==> config.mk <==
export PLATFORM = sky130hd
export DESIGN_NAME = motor_drive_sequencer
export DESIGN_NICKNAME = d
export VERILOG_FILES = /design/src/rtl/motor_drive_sequencer.sv
export SDC_FILE = /design/constraint.sdc
export NUM_CORES = 1
export LEC_CHECK = 0
export ABC_AREA = 1
export CAP_MARGIN = 20
export CELL_PAD_IN_SITES_DETAIL_PLACEMENT = 1
export CELL_PAD_IN_SITES_GLOBAL_PLACEMENT = 2
export CORE_UTILIZATION = 31
export DETAILED_ROUTE_END_ITERATION = 7
export GPL_TIMING_DRIVEN = 0
export PLACE_DENSITY_LB_ADDON = 0.1
export SETUP_SLACK_MARGIN = 0.5
export SYNTH_ARGS = -nofsm -noshare
export SYNTH_HDL_FRONTEND = slang
export SYNTH_SLANG_ARGS = --single-unit
==> constraint.sdc <==
create_clock -name clk -period 5.3 [get_ports clk]
set_input_delay 1.06 -clock clk [delete_from_list [all_inputs] [get_ports clk]]
set_output_delay 1.06 -clock clk [all_outputs]
set_load 0.02 [all_outputs]
==> src/rtl/motor_drive_sequencer.sv <==
// Arbitrates manual/auto drive requests, ramps the PWM compare value, sequences brake/dead-time on reversal.
// Latency: request -> grant/state 1 cycle; duty moves only on ramp ticks; overcurrent trip after OC_FILTER samples.
// No backpressure: requests are levels sampled every cycle, outputs are registered and always valid.
module motor_drive_sequencer #(
    parameter int PERIOD      = 250000,
    parameter int RAMP_STEP   = 625,
    parameter int RAMP_DIV    = 100000,
    parameter int DEAD_CYCLES = 5000000,
    parameter int OC_FILTER   = 1000
) (
    input  logic        clk,
    input  logic        reset,
    input  logic        man_req,
    input  logic        man_dir,
    input  logic [18:0] man_duty,
    input  logic        auto_req,
    input  logic        auto_dir,
    input  logic [18:0] auto_duty,
    input  logic        oc_a,
    input  logic        oc_b,
    input  logic        oc_clear,
    output logic [18:0] pulse_width,
    output logic [1:0]  dir_a,
    output logic [1:0]  dir_b,
    output logic [1:0]  grant,
    output logic        fault,
    output logic [2:0]  state
);
    localparam int DIV_W  = $clog2(RAMP_DIV + 1);
    localparam int DEAD_W = $clog2(DEAD_CYCLES + 1);
    localparam int OC_W   = $clog2(OC_FILTER + 1);

    localparam logic [19:0]       PERIOD_W  = 20'(PERIOD);
    localparam logic [19:0]       STEP_W    = 20'(RAMP_STEP);
    localparam logic [DIV_W-1:0]  DIV_LAST  = DIV_W'(RAMP_DIV - 1);
    localparam logic [DEAD_W-1:0] DEAD_LAST = DEAD_W'(DEAD_CYCLES - 1);
    localparam logic [OC_W-1:0]   OC_LAST   = OC_W'(OC_FILTER - 1);
    localparam logic [OC_W-1:0]   OC_MAX    = OC_W'(OC_FILTER);

    typedef enum logic [2:0] {
        ST_IDLE  = 3'd0,
        ST_RUN   = 3'd1,
        ST_BRAKE = 3'd2,
        ST_DEAD  = 3'd3,
        ST_FAULT = 3'd4
    } state_t;

    state_t              state_q, state_d;
    logic                cur_dir_q, cur_dir_d;
    logic [18:0]         duty_q, duty_d;
    logic [DEAD_W-1:0]   dead_q, dead_d;
    logic [DIV_W-1:0]    div_q;
    logic [OC_W-1:0]     oc_q, oc_d;
    logic [1:0]          grant_q, grant_d;
    logic [1:0]          pin_a_q, pin_a_d;
    logic [1:0]          pin_b_q, pin_b_d;

    logic                gnt_vld, gnt_dir;
    logic [19:0]         target;
    logic                tick, oc_any, trip;

    // One step toward the target, never overshooting; done in 20 bits so nothing wraps.
    function automatic logic [18:0] ramp(input logic [18:0] cur, input logic [19:0] tgt);
        logic [19:0] c;
        logic [19:0] r;
        c = {1'b0, cur};
        if (c < tgt)
            r = ((tgt - c) > STEP_W) ? c + STEP_W : tgt;
        else if (c > tgt)
            r = ((c - tgt) > STEP_W) ? c - STEP_W : tgt;
        else
            r = c;
        return 19'(r);
    endfunction

    assign tick   = (div_q == DIV_LAST);
    assign oc_any = oc_a | oc_b;
    // Counter saturates at OC_FILTER, so a sustained overcurrent keeps re-asserting the trip.
    assign trip   = oc_any && (oc_q >= OC_LAST);

    // Manual strictly beats auto; granted duty clamped to the carrier period.
    always_comb begin
        gnt_vld = man_req | auto_req;
        gnt_dir = man_req ? man_dir : auto_dir;
        grant_d = man_req ? 2'b01 : (auto_req ? 2'b10 : 2'b00);
        target  = '0;
        if (gnt_vld) begin
            target = {1'b0, (man_req ? man_duty : auto_duty)};
            if (target > PERIOD_W)
                target = PERIOD_W;
        end
        oc_d = '0;
        if (oc_any)
            oc_d = (oc_q == OC_MAX) ? oc_q : oc_q + 1'b1;
    end

    // Next state, duty, direction and dead-time counter; overcurrent trip overrides everything.
    always_comb begin
        state_d   = state_q;
        cur_dir_d = cur_dir_q;
        duty_d    = duty_q;
        dead_d    = '0;
        case (state_q)
            ST_IDLE: begin
                duty_d = '0;
                if (gnt_vld)
                    state_d = (gnt_dir == cur_dir_q) ? ST_RUN : ST_DEAD;
            end
            ST_RUN: begin
                if (tick)
                    duty_d = ramp(duty_q, target);
                if (gnt_vld && (gnt_dir != cur_dir_q))
                    state_d = ST_BRAKE;
                else if (!gnt_vld && (duty_q == '0))
                    state_d = ST_IDLE;
            end
            ST_BRAKE: begin
                if (tick)
                    duty_d = ramp(duty_q, 20'd0);
                if (duty_q == '0)
                    state_d = ST_DEAD;
            end
            ST_DEAD: begin
                duty_d = '0;
                if (dead_q == DEAD_LAST) begin
                    if (gnt_vld) begin
                        cur_dir_d = gnt_dir;
                        state_d   = ST_RUN;
                    end else begin
                        state_d   = ST_IDLE;
                    end
                end else begin
                    dead_d = dead_q + 1'b1;
                end
            end
            ST_FAULT: begin
                duty_d = '0;
                if (oc_clear && !oc_any)
                    state_d = ST_IDLE;
            end
            default: begin
                duty_d  = '0;
                state_d = ST_IDLE;
            end
        endcase
        if (trip) begin
            state_d = ST_FAULT;
            duty_d  = '0;
            dead_d  = '0;
        end
    end

    // Bridge pins follow the direction only in states that drive or brake; otherwise coast.
    always_comb begin
        pin_a_d = 2'b00;
        pin_b_d = 2'b00;
        if (state_d == ST_IDLE || state_d == ST_RUN || state_d == ST_BRAKE) begin
            pin_a_d = cur_dir_d ? 2'b10 : 2'b01;
            pin_b_d = cur_dir_d ? 2'b01 : 2'b10;
        end
    end

    // State and output registers with synchronous active-low reset.
    always_ff @(posedge clk) begin
        if (!reset) begin
            state_q   <= ST_IDLE;
            cur_dir_q <= 1'b1;
            duty_q    <= '0;
            dead_q    <= '0;
            div_q     <= '0;
            oc_q      <= '0;
            grant_q   <= 2'b00;
            pin_a_q   <= 2'b00;
            pin_b_q   <= 2'b00;
        end else begin
            state_q   <= state_d;
            cur_dir_q <= cur_dir_d;
            duty_q    <= duty_d;
            dead_q    <= dead_d;
            div_q     <= tick ? '0 : div_q + 1'b1;
            oc_q      <= oc_d;
            grant_q   <= grant_d;
            pin_a_q   <= pin_a_d;
            pin_b_q   <= pin_b_d;
        end
    end

    assign pulse_width = duty_q;
    assign dir_a       = pin_a_q;
    assign dir_b       = pin_b_q;
    assign grant       = grant_q;
    assign fault       = (state_q == ST_FAULT);
    assign state       = state_q;
endmodule

==> results_tabular.tex, run 1 <==
\begin{tabular}{lr}
\hline
Metric & Value \\
\hline
\multicolumn{2}{l}{\textbf{Logic synthesis}} \\
\quad Synth Flop Type & sky130\_fd\_sc\_hd\_\_dfxtp\_1 \\
\quad Synth area leader & sky130\_fd\_sc\_hd\_\_dfxtp\_1 \\
\quad Cell types occupying the most area after synthesis & sky130\_fd\_sc\_hd\_\_dfxtp\_1 (20\%), sky130\_fd\_sc\_hd\_\_nand2\_1 (14\%), sky130\_fd\_sc\_hd\_\_inv\_1 (9.3\%) \\
\quad Total of flip-flops plus latches after synthesis & 77 \\
\quad Most frequent cell after synthesis & sky130\_fd\_sc\_hd\_\_nand2\_1 \\
\quad Most numerous cell types in the synthesized netlist & sky130\_fd\_sc\_hd\_\_nand2\_1 (288), sky130\_fd\_sc\_hd\_\_inv\_1 (186), sky130\_fd\_sc\_hd\_\_nor2\_1 (165) \\
\quad Count of distinct cell types in the synthesized netlist & 51 \\
\quad Yosys warnings & 0 \\
\quad Number of enable-type register cells in the synthesized netlist & 0 \\
\quad Ys async rst share & 0\% \\
\quad Adder and majority cell fraction of the synthesized area & 6.739\% \\
\quad Synth Instances & 1286 \\
\quad Syn avg cell area & 5.862 um2 \\
\quad Post-synthesis xor/xnor area fraction & about 6\% \\
\quad Mapped Nets & 1373 \\
\quad Portion of netlist area occupied by mux cells & 0\% \\
\quad Fraction of the yosys area taken by sequential cells & 20.45\% \\
\quad Dominant combinational cell family by area after synthesis & simple AND/OR/NAND/NOR gates \\
\quad Simple-gate area share of the yosys netlist & 38.71\% \\
\quad Cell area after synthesis & roughly 7500 um2 \\
\quad Share of the synthesized area in the top cell type & 20.45\% \\
\quad Complex-gate fraction of the synthesized area & between 15 and 20\% \\
\multicolumn{2}{l}{\textbf{Clock network}} \\
\quad Post-CTS Hold Fix Bufs & 0 \\
\quad Clock Path Buffers & 2 \\
\quad Number of clock sinks & just under 80 \\
\quad Number of H-tree levels & 3 \\
\quad Worst-path clk slew & roughly 0.06 ns \\
\quad Cts bufs inserted & 9 \\
\quad Clock root buffer master & sky130\_fd\_sc\_hd\_\_clkbuf\_16 \\
\quad Worst-skew pair later-pin latency & 0.34 ns \\
\quad CTS tree & yes \\
\multicolumn{2}{l}{\textbf{Timing}} \\
\quad Endpoints failing hold & 0 \\
\quad Post-route clock period utilization & 98.16\% \\
\quad Worst slew margin relative to its limit & 49.55\% \\
\quad Shortest clock period the worst path allows after layout & 5.203 ns \\
\quad Fmax & 192.2 MHz \\
\quad Worst Setup Slack, final & 0.09744 ns \\
\quad Number of endpoints failing setup at the final stage & 0 \\
\quad Slew Limit Fails & 0 \\
\quad Final setup skew & 0.006493 ns \\
\quad RSZ-0062 raised after global routing & true \\
\quad Transition at the pin with the smallest max-transition slack & 0.7488 ns \\
\multicolumn{2}{l}{\textbf{Routing}} \\
\quad Number of vias per cell after detailed routing & 5.069 \\
\quad Residual antenna-violating net count after detailed routing & 0 \\
\quad Via count & 9093 \\
\quad Initial DRT Pass Iterations & 4 \\
\quad Remaining design rule violation count & 0 \\
\quad Count of routing violations after the opening detailed-route iteration & 320 \\
\quad Routed length per placed instance & 18.04 um \\
\quad Final wirelength & 32370 um \\
\multicolumn{2}{l}{\textbf{Placement}} \\
\quad Dpl ws & -1.509 ns \\
\quad HPWL Detailed & about 24000 um \\
\quad Count of port buffers added during placement & 75 \\
\quad Standard cell area after detailed placement & a little under 9000 um2 \\
\quad Global placer's final weighted congestion & 0.9167 \\
\multicolumn{2}{l}{\textbf{Setup path}} \\
\quad Minimum setup slack among reg-to-reg paths & $\sim$1.5 ns \\
\quad Depth of the worst register-to-register path & 21 \\
\quad Cell type with the highest occurrence count on the critical path & sky130\_fd\_sc\_hd\_\_nand2\_1 \\
\quad Startpoint Class & input port \\
\quad Highest net fanout along the worst path & 8 \\
\quad Crit. End Element & register \\
\quad Critical path class & input port to register \\
\quad Critical R2R Capture & pulse\_width[2]\$\_SDFFE\_PP0P\_ \\
\quad Data required time of the worst path & 5.52 ns \\
\quad Critical path data arrival time & between 5 and 6 ns \\
\quad RR Startpoint & pulse\_width[0]\$\_SDFFE\_PP0P\_ \\
\quad Max incr delay on CP & approximately 0.29 ns \\
\quad Highest-delay cell along the critical path & sky130\_fd\_sc\_hd\_\_ha\_4 \\
\multicolumn{2}{l}{\textbf{Finish}} \\
\quad Synthesis-to-layout area growth & 45.69\% \\
\quad Final standard cell area without fillers & 10980 um2 \\
\quad Net count, final & around 1600 \\
\quad ANT cells & 0 \\
\quad Ratio of cells with drive above 1 in the final layout & 23.25\% \\
\quad Final standard cell utilization of the core & 46.38\% \\
\multicolumn{2}{l}{\textbf{Hold path}} \\
\quad End point of the worst hold path & div\_q[0]\$\_SDFF\_PP0\_ \\
\quad Hold-critical path depth & 1 \\
\quad Hold wc startpoint & div\_q[0]\$\_SDFF\_PP0\_ \\
\quad Worst hold-check path type & register to register \\
\multicolumn{2}{l}{\textbf{Floorplanning}} \\
\quad Die width & 157.9 um \\
\quad Die Span Y & 157.9 um \\
\quad Number of ports placed on the die boundary & 76 \\
\quad Number of core rows & 56 \\
\quad Die area & 24950 um2 \\
\quad Initial Utilization & between 30\% and 40\% \\
\quad Core region area & $\sim$24000 um2 \\
\multicolumn{2}{l}{\textbf{Power and ir drop}} \\
\quad Power share of the sequential group & roughly a fifth \\
\quad Overall power after layout & 3.810 mW \\
\quad Combinational fraction of design power & between 60\% and 70\% \\
\quad Net switching component of the power & between 1.5 and 2 mW \\
\quad Maximum VDD drop & 0.2458 mV \\
\quad Internal Power & 1.951 mW \\
\quad Power per Cell Area & between 300 and 400 nW/um2 \\
\quad Switching part of the total power & about half \\
\quad Fraction of power consumed by the clock network & 17.2\% \\
\quad Leakage power total & 4.950 nW \\
\multicolumn{2}{l}{\textbf{Job}} \\
\quad Number of maximum-capacitance violations & 0 \\
\multicolumn{2}{l}{\textbf{Global routing}} \\
\quad Pin count of the biggest net entering global routing & 14 \\
\quad GRT Residual Overflow & 0 \\
\quad Global router's overall resource usage & 25.54\% \\
\quad Via count of the first global-routing pass & 9204 \\
\quad Initial antenna violation count & 0 \\
\quad Global-route wire length before repair & 49300 um \\
\multicolumn{2}{l}{\textbf{Outcome}} \\
\quad Outcome & complete, no violations \\
\hline
\end{tabular}
-- cell families (layout without fill, tap and decap cells) --
kind of cell,count (synthesis),in the layout
AO/OA/AOI/OAI,218,218
XOR/XNOR,52,52
adder cells (fa/ha/maj),40,40
buffers and inverters,230,419
flip-flops,77,77
other,2,2
AND/OR/NAND/NOR,667,667
-- cell usage in the layout, fill, tap and decap left out, types with 26 or more instances in the layout --
cell / synthesis / routed
sky130_fd_sc_hd__nor3_1: 37 / 34
sky130_fd_sc_hd__nor2_1: 165 / 143
sky130_fd_sc_hd__dfxtp_1: 77 / 77
sky130_fd_sc_hd__nand3_1: 98 / 92
sky130_fd_sc_hd__a21oi_1: 90 / 64
sky130_fd_sc_hd__o21ai_0: 72 / 42
sky130_fd_sc_hd__buf_4: 4 / 92
sky130_fd_sc_hd__nand4_1: 33 / 33
sky130_fd_sc_hd__xor2_1: 46 / 46
sky130_fd_sc_hd__inv_1: 186 / 175
sky130_fd_sc_hd__ha_1: 39 / 27
sky130_fd_sc_hd__o21ai_1: 24 / 26
sky130_fd_sc_hd__nand2_1: 288 / 229
sky130_fd_sc_hd__nand2_2: 2 / 39
sky130_fd_sc_hd__clkdlybuf4s50_1: 0 / 45
-- critical path: cells and delay by family --
family / cells / cell delay (ns)
buffers and inverters: 9 / 1.22
adders and majority gates: 1 / 0.29
and+or+nand+nor: 19 / 2.22
xor gates and xnor gates: 1 / 0.10
AOI/OAI and AO/OA: 4 / 0.49
-- what timing repair did --
item | in CTS | in global routing
setup endpoints to repair | 19 | 19
setup buffers | 63 | 31
gates cloned | 4 | 0
resized for setup | 201 | 140
pin swaps | 76 | 83
-- power groups by stage --
stage	logic (mW)	registers, mW	clock network [mW]
2_1_floorplan	1.28	0.737	0
3_3_place_gp	1.87	0.725	0
3_5_place_dp	1.89	0.726	0
4_1_cts	2.19	0.719	0.675
5_1_grt	2.67	0.731	0.697
6_report	2.43	0.724	0.655
-- worst max-delay path by stage --
stage | startpoint | endpoint | slack [ns] | depth (start not counted)
after global routing | man_req | pulse_width[0]$_SDFFE_PP0P_ | -0.08 | 35
after global placement | man_req | pulse_width[2]$_SDFFE_PP0P_ | -1.50 | 31
after detailed placement | man_req | pulse_width[5]$_SDFFE_PP0P_ | -1.51 | 31
final | man_req | pulse_width[2]$_SDFFE_PP0P_ | 0.1 | 34
after CTS | auto_duty[7] | pulse_width[3]$_SDFFE_PP0P_ | 0.37 | 31
after floorplan | man_req | pulse_width[4]$_SDFFE_PP0P_ | 0.51 | 34
-- flip-flops by register name, indices dropped and copies added, names as in the netlist, 2 cells and up --
register / count
pulse_width: 19
state: 3
dead_q: 23
oc_q: 10
div_q: 17
grant: 2
-- layer usage --
layer,global-route usage [%],vias up,wire length [um]
li1,-,4566,-
met5,0,-,0
met2,46.78,110,16290
met3,1.916,38,682
met1,32.02,4379,14610
met4,6.593,0,781
-- area by class of cell --
| cell class | instances | area, um2 |
|---|---|---|
| well taps | 319 | 399.1 |
| clock buffers | 9 | 225.2 |
| plain buffers | 37 | 329.1 |
| inverters | 193 | 729.5 |
| clock inverters | 7 | 90.09 |
| flip-flops and latches | 77 | 1541 |
| multi-input cells | 979 | 6065 |
| fillers | 3145 | 12700 |
| repair buffers | 173 | 1604 |
-- metrics by stage --
stage / TNS, ns / hold WS, ns / cells
global route: -0.4814 / 0.4796 / 1794
finish: 0 / 0.4433 / 1794
global placement: -25.31 / 0.4287 / 1680
CTS: 0 / 0.4498 / 1763
detailed placement: -25.36 / 0.4356 / 1680
floorplan: 0 / 0.4175 / 1286
(Power assumes the default switching activity.)
==> inputs of run 2 (changes only) <==
--- a/config.mk
+++ b/config.mk
@@ -5,15 +5,16 @@
 export SDC_FILE = /design/constraint.sdc
 export NUM_CORES = 1
 export LEC_CHECK = 0
-export ABC_AREA = 1
 export CAP_MARGIN = 20
 export CELL_PAD_IN_SITES_DETAIL_PLACEMENT = 1
 export CELL_PAD_IN_SITES_GLOBAL_PLACEMENT = 2
-export CORE_UTILIZATION = 31
+export CORE_UTILIZATION = 34
+export CTS_BUF_LIST = sky130_fd_sc_hd__clkbuf_16
 export DETAILED_ROUTE_END_ITERATION = 7
 export GPL_TIMING_DRIVEN = 0
 export PLACE_DENSITY_LB_ADDON = 0.1
 export SETUP_SLACK_MARGIN = 0.5
+export SLEW_MARGIN = 20
 export SYNTH_ARGS = -nofsm -noshare
 export SYNTH_HDL_FRONTEND = slang
 export SYNTH_SLANG_ARGS = --single-unit
==> results_tabular.tex, run 2 <==
\begin{tabular}{lr}
\hline
Metric & Value \\
\hline
\multicolumn{2}{l}{\textbf{Setup path}} \\
\quad Highest net fanout along the worst path & 7 (was 8) \\
\quad Minimum setup slack among reg-to-reg paths & 1.00 ns (was 1.45 ns) \\
\quad Crit. End Element & register (unchanged) \\
\quad Startpoint Class & input port (unchanged) \\
\quad Depth of the worst register-to-register path & 16 (was 21) \\
\quad Critical R2R Capture & pulse\_width[16]\$\_SDFFE\_PP0P\_ (was pulse\_width[2]\$\_SDFFE\_PP0P\_) \\
\quad RR Startpoint & pulse\_width[6]\$\_SDFFE\_PP0P\_ (was pulse\_width[0]\$\_SDFFE\_PP0P\_) \\
\quad Critical path data arrival time & 6.18 ns (was 5.43 ns) \\
\quad Critical path class & input port to register (unchanged) \\
\quad Data required time of the worst path & 5.60 ns (was 5.52 ns) \\
\multicolumn{2}{l}{\textbf{Logic synthesis}} \\
\quad Count of distinct cell types in the synthesized netlist & 87 (was 51) \\
\quad Cell area after synthesis & 7740 um2 (was 7538 um2) \\
\quad Portion of netlist area occupied by mux cells & 3.088\% (was 0\%) \\
\quad Most frequent cell after synthesis & sky130\_fd\_sc\_hd\_\_nor2\_1 (was sky130\_fd\_sc\_hd\_\_nand2\_1) \\
\quad Total of flip-flops plus latches after synthesis & 77 (unchanged) \\
\quad Number of enable-type register cells in the synthesized netlist & 0 (unchanged) \\
\quad Synth Instances & 1074 (was 1286) \\
\quad Yosys warnings & 0 (unchanged) \\
\quad Fraction of the yosys area taken by sequential cells & 19.92\% (was 20.45\%) \\
\quad Adder and majority cell fraction of the synthesized area & 6.563\% (was 6.739\%) \\
\quad Cell types occupying the most area after synthesis & sky130\_fd\_sc\_hd\_\_dfxtp\_1 (20\%), sky130\_fd\_sc\_hd\_\_ha\_1 (6.3\%), sky130\_fd\_sc\_hd\_\_nor2\_1 (5.5\%) (was sky130\_fd\_sc\_hd\_\_dfxtp\_1 (20\%), sky130\_fd\_sc\_hd\_\_nand2\_1 (14\%), sky130\_fd\_sc\_hd\_\_inv\_1 (9.3\%)) \\
\quad Synth area leader & sky130\_fd\_sc\_hd\_\_dfxtp\_1 (unchanged) \\
\quad Simple-gate area share of the yosys netlist & 28.53\% (was 38.71\%) \\
\quad Syn avg cell area & 7.207 um2 (was 5.862 um2) \\
\quad Post-synthesis xor/xnor area fraction & 8.940\% (was 6.041\%) \\
\quad Complex-gate fraction of the synthesized area & 27.11\% (was 15.62\%) \\
\quad Synth Flop Type & sky130\_fd\_sc\_hd\_\_dfxtp\_1 (unchanged) \\
\quad Share of the synthesized area in the top cell type & 19.92\% (was 20.45\%) \\
\quad Mapped Nets & 1161 (was 1373) \\
\quad Most numerous cell types in the synthesized netlist & sky130\_fd\_sc\_hd\_\_nor2\_1 (113), sky130\_fd\_sc\_hd\_\_nand2\_1 (111), sky130\_fd\_sc\_hd\_\_dfxtp\_1 (77) (was sky130\_fd\_sc\_hd\_\_nand2\_1 (288), sky130\_fd\_sc\_hd\_\_inv\_1 (186), sky130\_fd\_sc\_hd\_\_nor2\_1 (165)) \\
\quad Dominant combinational cell family by area after synthesis & simple AND/OR/NAND/NOR gates (unchanged) \\
\quad Ys async rst share & 0\% (unchanged) \\
\multicolumn{2}{l}{\textbf{Floorplanning}} \\
\quad Number of ports placed on the die boundary & 76 (unchanged) \\
\quad Die area & 23370 um2 (was 24950 um2) \\
\quad Die width & 152.9 um (was 157.9 um) \\
\quad Initial Utilization & 35.03\% (was 31.83\%) \\
\quad Core region area & 22090 um2 (was 23680 um2) \\
\quad Die Span Y & 152.9 um (was 157.9 um) \\
\quad Number of core rows & 54 (was 56) \\
\multicolumn{2}{l}{\textbf{Placement}} \\
\quad Instance count after placement with tap cells included & 1429 (was 1680) \\
\quad HPWL Detailed & 24510 um (was 23780 um) \\
\quad Global placer's final weighted congestion & 0.8814 (was 0.9167) \\
\quad Count of port buffers added during placement & 75 (unchanged) \\
\multicolumn{2}{l}{\textbf{Global routing}} \\
\quad Global routing met3 resource utilization & 3.119\% (was 1.916\%) \\
\quad Met2 track demand over resource & 42.94\% (was 46.78\%) \\
\quad Global-route wire length before repair & 50430 um (was 49300 um) \\
\quad GRT Residual Overflow & 0 (unchanged) \\
\quad Global router's overall resource usage & 27.26\% (was 25.54\%) \\
\quad Global routing's busiest layer & met2 (unchanged) \\
\quad Met1 capacity usage during global routing & 39.59\% (was 32.02\%) \\
\quad Initial antenna violation count & 1 (was 0) \\
\quad Pin count of the biggest net entering global routing & 15 (was 14) \\
\quad Via count of the first global-routing pass & 8663 (was 9204) \\
\multicolumn{2}{l}{\textbf{Clock network}} \\
\quad Worst-skew pair later-pin latency & 0.35 ns (was 0.34 ns) \\
\quad Worst-path clk slew & 0.07 ns (was 0.06 ns) \\
\quad Number of H-tree levels & 3 (unchanged) \\
\quad Clock root buffer master & sky130\_fd\_sc\_hd\_\_clkbuf\_16 (unchanged) \\
\quad Clock Path Buffers & 2 (unchanged) \\
\quad CTS tree & yes (unchanged) \\
\quad Number of clock sinks & 77 (unchanged) \\
\quad Cts bufs inserted & 9 (unchanged) \\
\multicolumn{2}{l}{\textbf{Hold path}} \\
\quad Hold wc startpoint & dead\_q[0]\$\_SDFF\_PP0\_ (was div\_q[0]\$\_SDFF\_PP0\_) \\
\quad Hold-critical path depth & 1 (unchanged) \\
\quad Worst hold-check path type & register to register (unchanged) \\
\quad End point of the worst hold path & dead\_q[0]\$\_SDFF\_PP0\_ (was div\_q[0]\$\_SDFF\_PP0\_) \\
\multicolumn{2}{l}{\textbf{Timing}} \\
\quad Post-route clock period utilization & 111.0\% (was 98.16\%) \\
\quad Transition at the pin with the smallest max-transition slack & 0.8619 ns (was 0.7488 ns) \\
\quad Endpoints failing hold & 0 (unchanged) \\
\quad RSZ-0062 raised after global routing & true (unchanged) \\
\quad Worst Setup Slack, final & -0.5838 ns (was 0.09744 ns) \\
\quad Post-route setup TNS & -10.10 ns (was 0 ns) \\
\quad Shortest clock period the worst path allows after layout & 5.884 ns (was 5.203 ns) \\
\quad Fmax & 170.0 MHz (was 192.2 MHz) \\
\quad Number of endpoints failing setup at the final stage & 19 (was 0) \\
\quad Worst slew margin relative to its limit & 41.79\% (was 49.55\%) \\
\quad Final setup skew & 0.009205 ns (was 0.006493 ns) \\
\quad Slew Limit Fails & 0 (unchanged) \\
\multicolumn{2}{l}{\textbf{Routing}} \\
\quad Initial DRT Pass Iterations & 5 (was 4) \\
\quad Count of routing violations after the opening detailed-route iteration & 613 (was 320) \\
\quad Final wirelength & 32360 um (was 32370 um) \\
\quad Residual antenna-violating net count after detailed routing & 0 (unchanged) \\
\quad Number of vias per cell after detailed routing & 5.908 (was 5.069) \\
\quad Remaining design rule violation count & 0 (unchanged) \\
\quad Via count & 8820 (was 9093) \\
\quad Routed length per placed instance & 21.67 um (was 18.04 um) \\
\multicolumn{2}{l}{\textbf{Finish}} \\
\quad Flip-flop count of the largest register, all copies and words added & 23 (unchanged) \\
\quad Register cell area after layout & 1541 um2 (unchanged) \\
\quad Multi-input gate area in the final layout & 6476 um2 (was 6065 um2) \\
\quad Most used cells in the layout excluding fill and tap cells & sky130\_fd\_sc\_hd\_\_nor2\_1 (105), sky130\_fd\_sc\_hd\_\_nand2\_1 (101), sky130\_fd\_sc\_hd\_\_dfxtp\_1 (77), sky130\_fd\_sc\_hd\_\_o21ai\_0 (64), sky130\_fd\_sc\_hd\_\_inv\_1 (50) (was sky130\_fd\_sc\_hd\_\_nand2\_1 (229), sky130\_fd\_sc\_hd\_\_inv\_1 (175), sky130\_fd\_sc\_hd\_\_nor2\_1 (143), sky130\_fd\_sc\_hd\_\_buf\_4 (92), sky130\_fd\_sc\_hd\_\_nand3\_1 (92)) \\
\quad Biggest register & dead\_q (unchanged) \\
\quad Synthesis-to-layout area growth & 34.32\% (was 45.69\%) \\
\quad ANT cells & 0 (unchanged) \\
\quad Final standard cell utilization of the core & 47.06\% (was 46.38\%) \\
\quad Total of fill cells in the finished design & 2759 (was 3145) \\
\quad Ratio of cells with drive above 1 in the final layout & 18.71\% (was 23.25\%) \\
\quad Post-route insts no fill & 1493 (was 1794) \\
\quad Net count, final & 1295 (was 1557) \\
\quad Leading cell type in the layout, fill and taps excluded & sky130\_fd\_sc\_hd\_\_nor2\_1 (was sky130\_fd\_sc\_hd\_\_nand2\_1) \\
\multicolumn{2}{l}{\textbf{Outcome}} \\
\quad Violated checks & setup timing \\
\quad Outcome & finished with violations (was complete, no violations) \\
\multicolumn{2}{l}{\textbf{Power and ir drop}} \\
\quad Leakage power total & 3.999 nW (was 4.950 nW) \\
\quad Power per Cell Area & 329.1 nW/um2 (was 346.9 nW/um2) \\
\quad Overall power after layout & 3.422 mW (was 3.810 mW) \\
\quad Maximum VDD drop & 0.1637 mV (was 0.2458 mV) \\
\multicolumn{2}{l}{\textbf{Job}} \\
\quad Number of maximum-capacitance violations & 0 (unchanged) \\
\hline
\end{tabular}
## run 2: where the power goes
| group | internal (mW) | switching [mW] |
|---|---|---|
| Sequential | 0.615 | 0.0788 |
| Combinational | 0.831 | 1.29 |
| Clock | 0.319 | 0.285 |
## run 2: area by class of cell
| class | count | share of cell area (%) |
|---|---|---|
| multi-input cells | 887 | 62.29 |
| flip-flops and latches | 77 | 14.83 |
| plain buffers | 59 | 3.671 |
| clock inverters | 7 | 0.4814 |
| clock buffers | 9 | 2.166 |
| repair buffers | 123 | 11.35 |
| inverters | 51 | 1.841 |
| well taps | 280 | 3.370 |
## run 2: critical path: stages
cell                        delay (ns)
sky130_fd_sc_hd__buf_6            0.10
sky130_fd_sc_hd__or4b_4           0.54
sky130_fd_sc_hd__o2bb2ai_4        0.16
sky130_fd_sc_hd__o2111ai_4        0.16
sky130_fd_sc_hd__a2bb2oi_4        0.21
sky130_fd_sc_hd__buf_8            0.13
sky130_fd_sc_hd__or3_4            0.36
sky130_fd_sc_hd__ha_4             0.28
sky130_fd_sc_hd__clkbuf_16        0.12
sky130_fd_sc_hd__and3_4           0.22
sky130_fd_sc_hd__a32oi_4          0.14
sky130_fd_sc_hd__a31o_2           0.29
sky130_fd_sc_hd__a311o_1          0.33
sky130_fd_sc_hd__a311o_1          0.41
sky130_fd_sc_hd__a21o_1           0.22
sky130_fd_sc_hd__a211oi_2         0.25
sky130_fd_sc_hd__nand4_4          0.22
sky130_fd_sc_hd__or2_1            0.29
sky130_fd_sc_hd__buf_6            0.16
sky130_fd_sc_hd__buf_8            0.15
sky130_fd_sc_hd__a221oi_2         0.22
sky130_fd_sc_hd__o21a_1           0.15
## run 2: per-stage QoR
stage / worst slack (ns) / hold slack, ns / instance area [um2]
2_1_floorplan: -0.3266 / 0.4258 / 7904
3_3_place_gp: -2.862 / 0.4420 / 9005
3_5_place_dp: -2.921 / 0.4525 / 9010
4_1_cts: -0.6666 / 0.4676 / 9933
5_1_grt: -0.7397 / 0.4957 / 10400
6_report: -0.5838 / 0.4580 / 10400
## run 2: cell families (layout without fill, tap and decap cells)
kind of cell | count (synthesis) | in the layout
other cells | 2 | 2
xor+xnor | 79 | 79
compound gates | 300 | 300
simple gates | 443 | 443
mux | 23 | 23
buf+inv | 110 | 249
flops | 77 | 77
fa+ha+maj | 40 | 40
## run 2: timing repair
item / 4_1_cts / 5_1_grt
gates cloned: 1 / 0
pin swaps: 46 / 51
setup buffers: 35 / 12
endpoints found under the setup margin: 19 / 19
gates resized for setup: 126 / 94
hold buffers: 0 / 0
## run 2: worst max path at each step
stage / start / end / depth (start not counted)
6_report: auto_duty[5] / pulse_width[16]$_SDFFE_PP0P_ / 22
5_1_grt: auto_duty[5] / pulse_width[16]$_SDFFE_PP0P_ / 22
4_1_cts: man_req / pulse_width[7]$_SDFFE_PP0P_ / 23
3_5_place_dp: man_req / pulse_width[5]$_SDFFE_PP0P_ / 20
3_3_place_gp: man_req / pulse_width[5]$_SDFFE_PP0P_ / 20
2_1_floorplan: man_duty[8] / pulse_width[4]$_SDFFE_PP0P_ / 21
## run 2: routing by layer
metal,up-vias,share of wire (%)
met4,0,1.8
met5,-,0
met3,37,5.3
met1,4357,49
met2,229,44
li1,4197,-
==> RTL change 1, RTL diff (flow settings as in run 2) <==
Make the reset (`reset`) asynchronous in one clocked block. Comments in the files are not updated.
--- a/src/rtl/motor_drive_sequencer.sv
+++ b/src/rtl/motor_drive_sequencer.sv
@@ -163,3 +163,3 @@
     // State and output registers with synchronous active-low reset.
-    always_ff @(posedge clk) begin
+    always_ff @(posedge clk or negedge reset) begin
         if (!reset) begin
Check against the original RTL: differs if reset is asserted again (counterexample within 4 cycles, from zero or initial values and one cycle with reset low); with reset held inactive, the same outputs for 10 cycles.
==> RTL change 1 against run 2 <==
The flow finishes with violations (DRC, setup timing); utilization up 2.6 points; wire length decreased by 4.7%; fmax up 0.28%; sequential cell count unchanged; synthesized area fell by 0.82%; final area up 4.9%; worst setup slack better by 0.016 ns; first-iteration DRC count decreased by 36%; count of clock-buffer cells in the layout unchanged; non-clock buffer count grew 26; synthesized cell count shrank 7.2%; die area decreased by 0.82%.
Power is not compared: it rests on default switching activity, and its combinational part moved more than twofold at a synthesized area within 25%.
==> RTL change 1: results (changes against run 2) <==
| Metric | Value |
|---|---|
| Failing checks | `DRC, setup timing` |
| Final Setup Violations | `19 (unchanged)` |
| Critical Path Slowest Stage Cell | `clkdlybuf4s50_1` |
| Crit Path Max Fanout | `5 (-2)` |
| Post-CTS setup buffer count | `69 (+97%)` |
| Iter 0 DRT Violations | `393 (-36%)` |
| Final wirelength | `30,800 um (-4.7%)` |
| Synth Area in Compound Gates | `0.223 (-0.0481)` |
| Cell Area, Placed | `9000 um^2 (about the same)` |
| Pre-CTS setup slack | `-2.15 ns (+0.775 ns)` |
| Cells after Synth | `997 (-7.2%)` |
| CP peak stage delay | `0.48 ns (-0.06 ns)` |
| Vias in the first global route | `8,589 (-0.85%)` |
| Number of multi-input logic gates | `832 (-6.2%)` |
| Mux contribution to synthesized area | `0.0523 (+0.0214)` |
| Vias per Instance | `5.73 (-3.1%)` |
| Synth top cells by count | `111 x nor2_1, 108 x nand2_1, 76 x dfrtp_1` |
| Nonclk buf count | `208 (+14%)` |
| Final setup margin | `-0.568 ns (+0.0163 ns)` |
| Ys async rst share | `1.00 (+1.00)` |
| Met1 Usage GRT | `0.364 (-0.0316)` |
| Max-Slew Margin vs Limit | `0.458 (+0.0405)` |
| Met2 WL | `15,000 um (+4.6%)` |
| Outcome | `complete, but fails checks` |
| PostCTS Resize Cnt | `191 (+52%)` |
| WL/cell | `21.2 um (-2.3%)` |
| Drt drc | `2 (+2)` |
| Non-Clock Inverter Count | `43 (-16%)` |
| Register area | `1930 um^2 (+25%)` |
| Met2 Use GR | `0.455 (+0.0257)` |
| Worst reg-to-reg path cell count | `20 (+4)` |
| Final setup TNS | `-9.13 ns (+0.969 ns)` |
| DRT Pass-1 Iters | `7 (+2)` |
| Sequential fraction of the synthesis area | `0.251 (+0.0520)` |
| All-Layer GR Usage | `0.267 (-0.00585)` |
| Pin count of the biggest net entering global routing | `41 (+26)` |
| DP Wirelength | `22,700 um (-7.6%)` |
| Post-synthesis adder-cell area fraction | `0.0662 (+0.000546)` |
RTL change 1: changes by cell type in the layout (fill, tap and decap cells not counted), sizes merged, moves of 7 or more:
cell / delta
dfxtp: -77
dfrtp: +76
buf: +35
a21oi: +20
a31oi: -19
o21ai: -19
mux2i: +14
clkbuf: -11
o21a: -10
dlymetal6s2s: -9
inv: -8
or3: -8
clkdlybuf4s15: +7
RTL change 1: path summary, 6_finish.rpt:
path | start | end | slack, ns
setup / recovery | man_duty[18] | pulse_width[5] | -0.57
hold reg to reg | div_q[4] | div_q[4] | 0.48
max in group asynchronous | reset | cur_dir_q | 3.92
min in group asynchronous | reset | dead_q[14] | 0.71
setup reg to reg | pulse_width[0] | pulse_width[5] | 0.89
hold / removal | div_q[4] | div_q[4] | 0.48
==> RTL change 2, RTL diff (config.mk and constraints of run 2) <==
Without the edit above. Change the parameter `DEAD_CYCLES` from 5000000 to 10000000.
--- a/src/rtl/motor_drive_sequencer.sv
+++ b/src/rtl/motor_drive_sequencer.sv
@@ -7,3 +7,3 @@
     parameter int RAMP_DIV    = 100000,
-    parameter int DEAD_CYCLES = 5000000,
+    parameter int DEAD_CYCLES = 10000000,
     parameter int OC_FILTER   = 1000
Formal check against the unedited RTL: same outputs for any inputs over 10 cycles, from zero or initial values and one cycle with reset low; that may be too few to reach the edited logic, so the function may still have changed.
==> RTL change 2 against run 2 <==
The run still ends with setup timing left; critical path depth increased by 3; clock power is 20% higher; cell count is 1.5% lower; power is 5.7% higher; fmax rose by 1.9%; via count is 2.5% lower; count of clock-buffer cells in the layout stayed put; synthesized area fell by 1.4%; worst setup slack improved by 0.11 ns; non-clock buffer count up 2; wire length down 3.3%; final area up 2.3%; sequential cell count grew 1.
==> RTL change 2: results (changes against run 2) <==
| Metric | Value |
|---|---|
| CP endpoint | `pulse_width[17]` |
| Crit Path Max Fanout | `5 (-2)` |
| Max FFs per register | `24 (+4.3%)` |
| Final Setup Violations | `19 (unchanged)` |
| DP Wirelength | `23,400 um (-4.6%)` |
| P_int | `1.96 mW (+11%)` |
| Final setup TNS | `-7.05 ns (+3.05 ns)` |
| Iter 0 DRT Violations | `529 (-14%)` |
| Non-filler instance count after layout | `1,471 (-1.5%)` |
| Critical path arrival | `6.03 ns (-0.15 ns)` |
| Max VDD drop | `183 uV (+12%)` |
| Final setup margin | `-0.475 ns (+0.108 ns)` |
| Max Freq | `173 MHz (+1.9%)` |
| Outcome | `complete, but fails checks` |
| Via count | `8,596 (-2.5%)` |
| Met1 Usage GRT | `0.377 (-0.0186)` |
| Layout Skew | `0.00759 ns (-0.00161 ns)` |
| Pre-CTS setup slack | `-2.73 ns (+0.187 ns)` |
| Failing checks | `setup timing` |
| Count of different cell masters after synthesis | `80 (-8.0%)` |
| Final nets | `1,274 (-1.6%)` |
| GR Util met3 | `0.0445 (+0.0133)` |
| Initial antenna violation count | `0 (-1)` |
| WL/cell | `21.3 um (-1.8%)` |
| Static Leak | `4.04 nW (+0.96%)` |
| Area contributors post-synth | `dfxtp_1 20%, ha_1 6.4%, nor2_1 5.7%` |
| Critical R2R Launch | `pulse_width[1]` |
| Synth top cells by count | `115 x nor2_1, 89 x nand2_1, 78 x dfxtp_1` |
| Placed Cells | `1,400 (-2.0%)` |
| Met2 Use GR | `0.410 (-0.0199)` |
[RTL change 2: cell type report]
cell class	instances	area, um^2
well taps	280	350
repair buffers	131	1230
fillers	2684	11300
flip-flops and latches	78	1560
plain buffers	53	363
clock inverters	6	111
clock buffers	9	225
inverters	40	156
multi-input cells	874	6630
[RTL change 2: routing by layer]
metal / part of all wire / vias to the layer above
li1: - / 4095
met1: 0.48 / 4214
met2: 0.45 / 250
met3: 0.054 / 37
met4: 0.019 / 0
met5: 0 / -
[RTL change 2: how the worst min path moves through the flow]
stage                   from  endpoint  slack [ns]  cells after the start
floorplan           div_q[0]  div_q[0]        0.42                      1
global placement    div_q[0]  div_q[0]        0.43                      1
detailed placement  div_q[0]  div_q[0]        0.44                      1
CTS                 div_q[0]  div_q[0]        0.46                      1
global route        div_q[0]  div_q[0]        0.47                      1
finish              div_q[0]  div_q[0]        0.46                      1
[RTL change 2: timing repair]
action                                  in CTS  in global routing
endpoints found under the setup margin      19                 19
gates cloned                                 3                  1
pin swaps                                   52                 46
buffers inserted                            39                 13
gates resized for setup                    184                104
[RTL change 2: logic make-up after synthesis]
| family | after synthesis | share of synthesized area |
|---|---|---|
| AOI/OAI and AO/OA | 272 | 0.243 |
| adders and majority gates | 40 | 0.0666 |
| other | 2 | 0.000984 |
| and+or+nand+nor | 439 | 0.289 |
| muxes | 29 | 0.0395 |
| DFF | 78 | 0.205 |
| xor gates and xnor gates | 92 | 0.106 |
| buffers and inverters | 93 | 0.0508 |
[RTL change 2: power by group through the flow]
stage	clock, mW	combinational, mW	sequential (mW)
floorplan	0	1.23	0.716
global placement	0	1.75	0.709
CTS	0.738	1.96	0.697
finish	0.725	2.19	0.703
detailed placement	0	1.77	0.710
global route	0.761	2.36	0.708
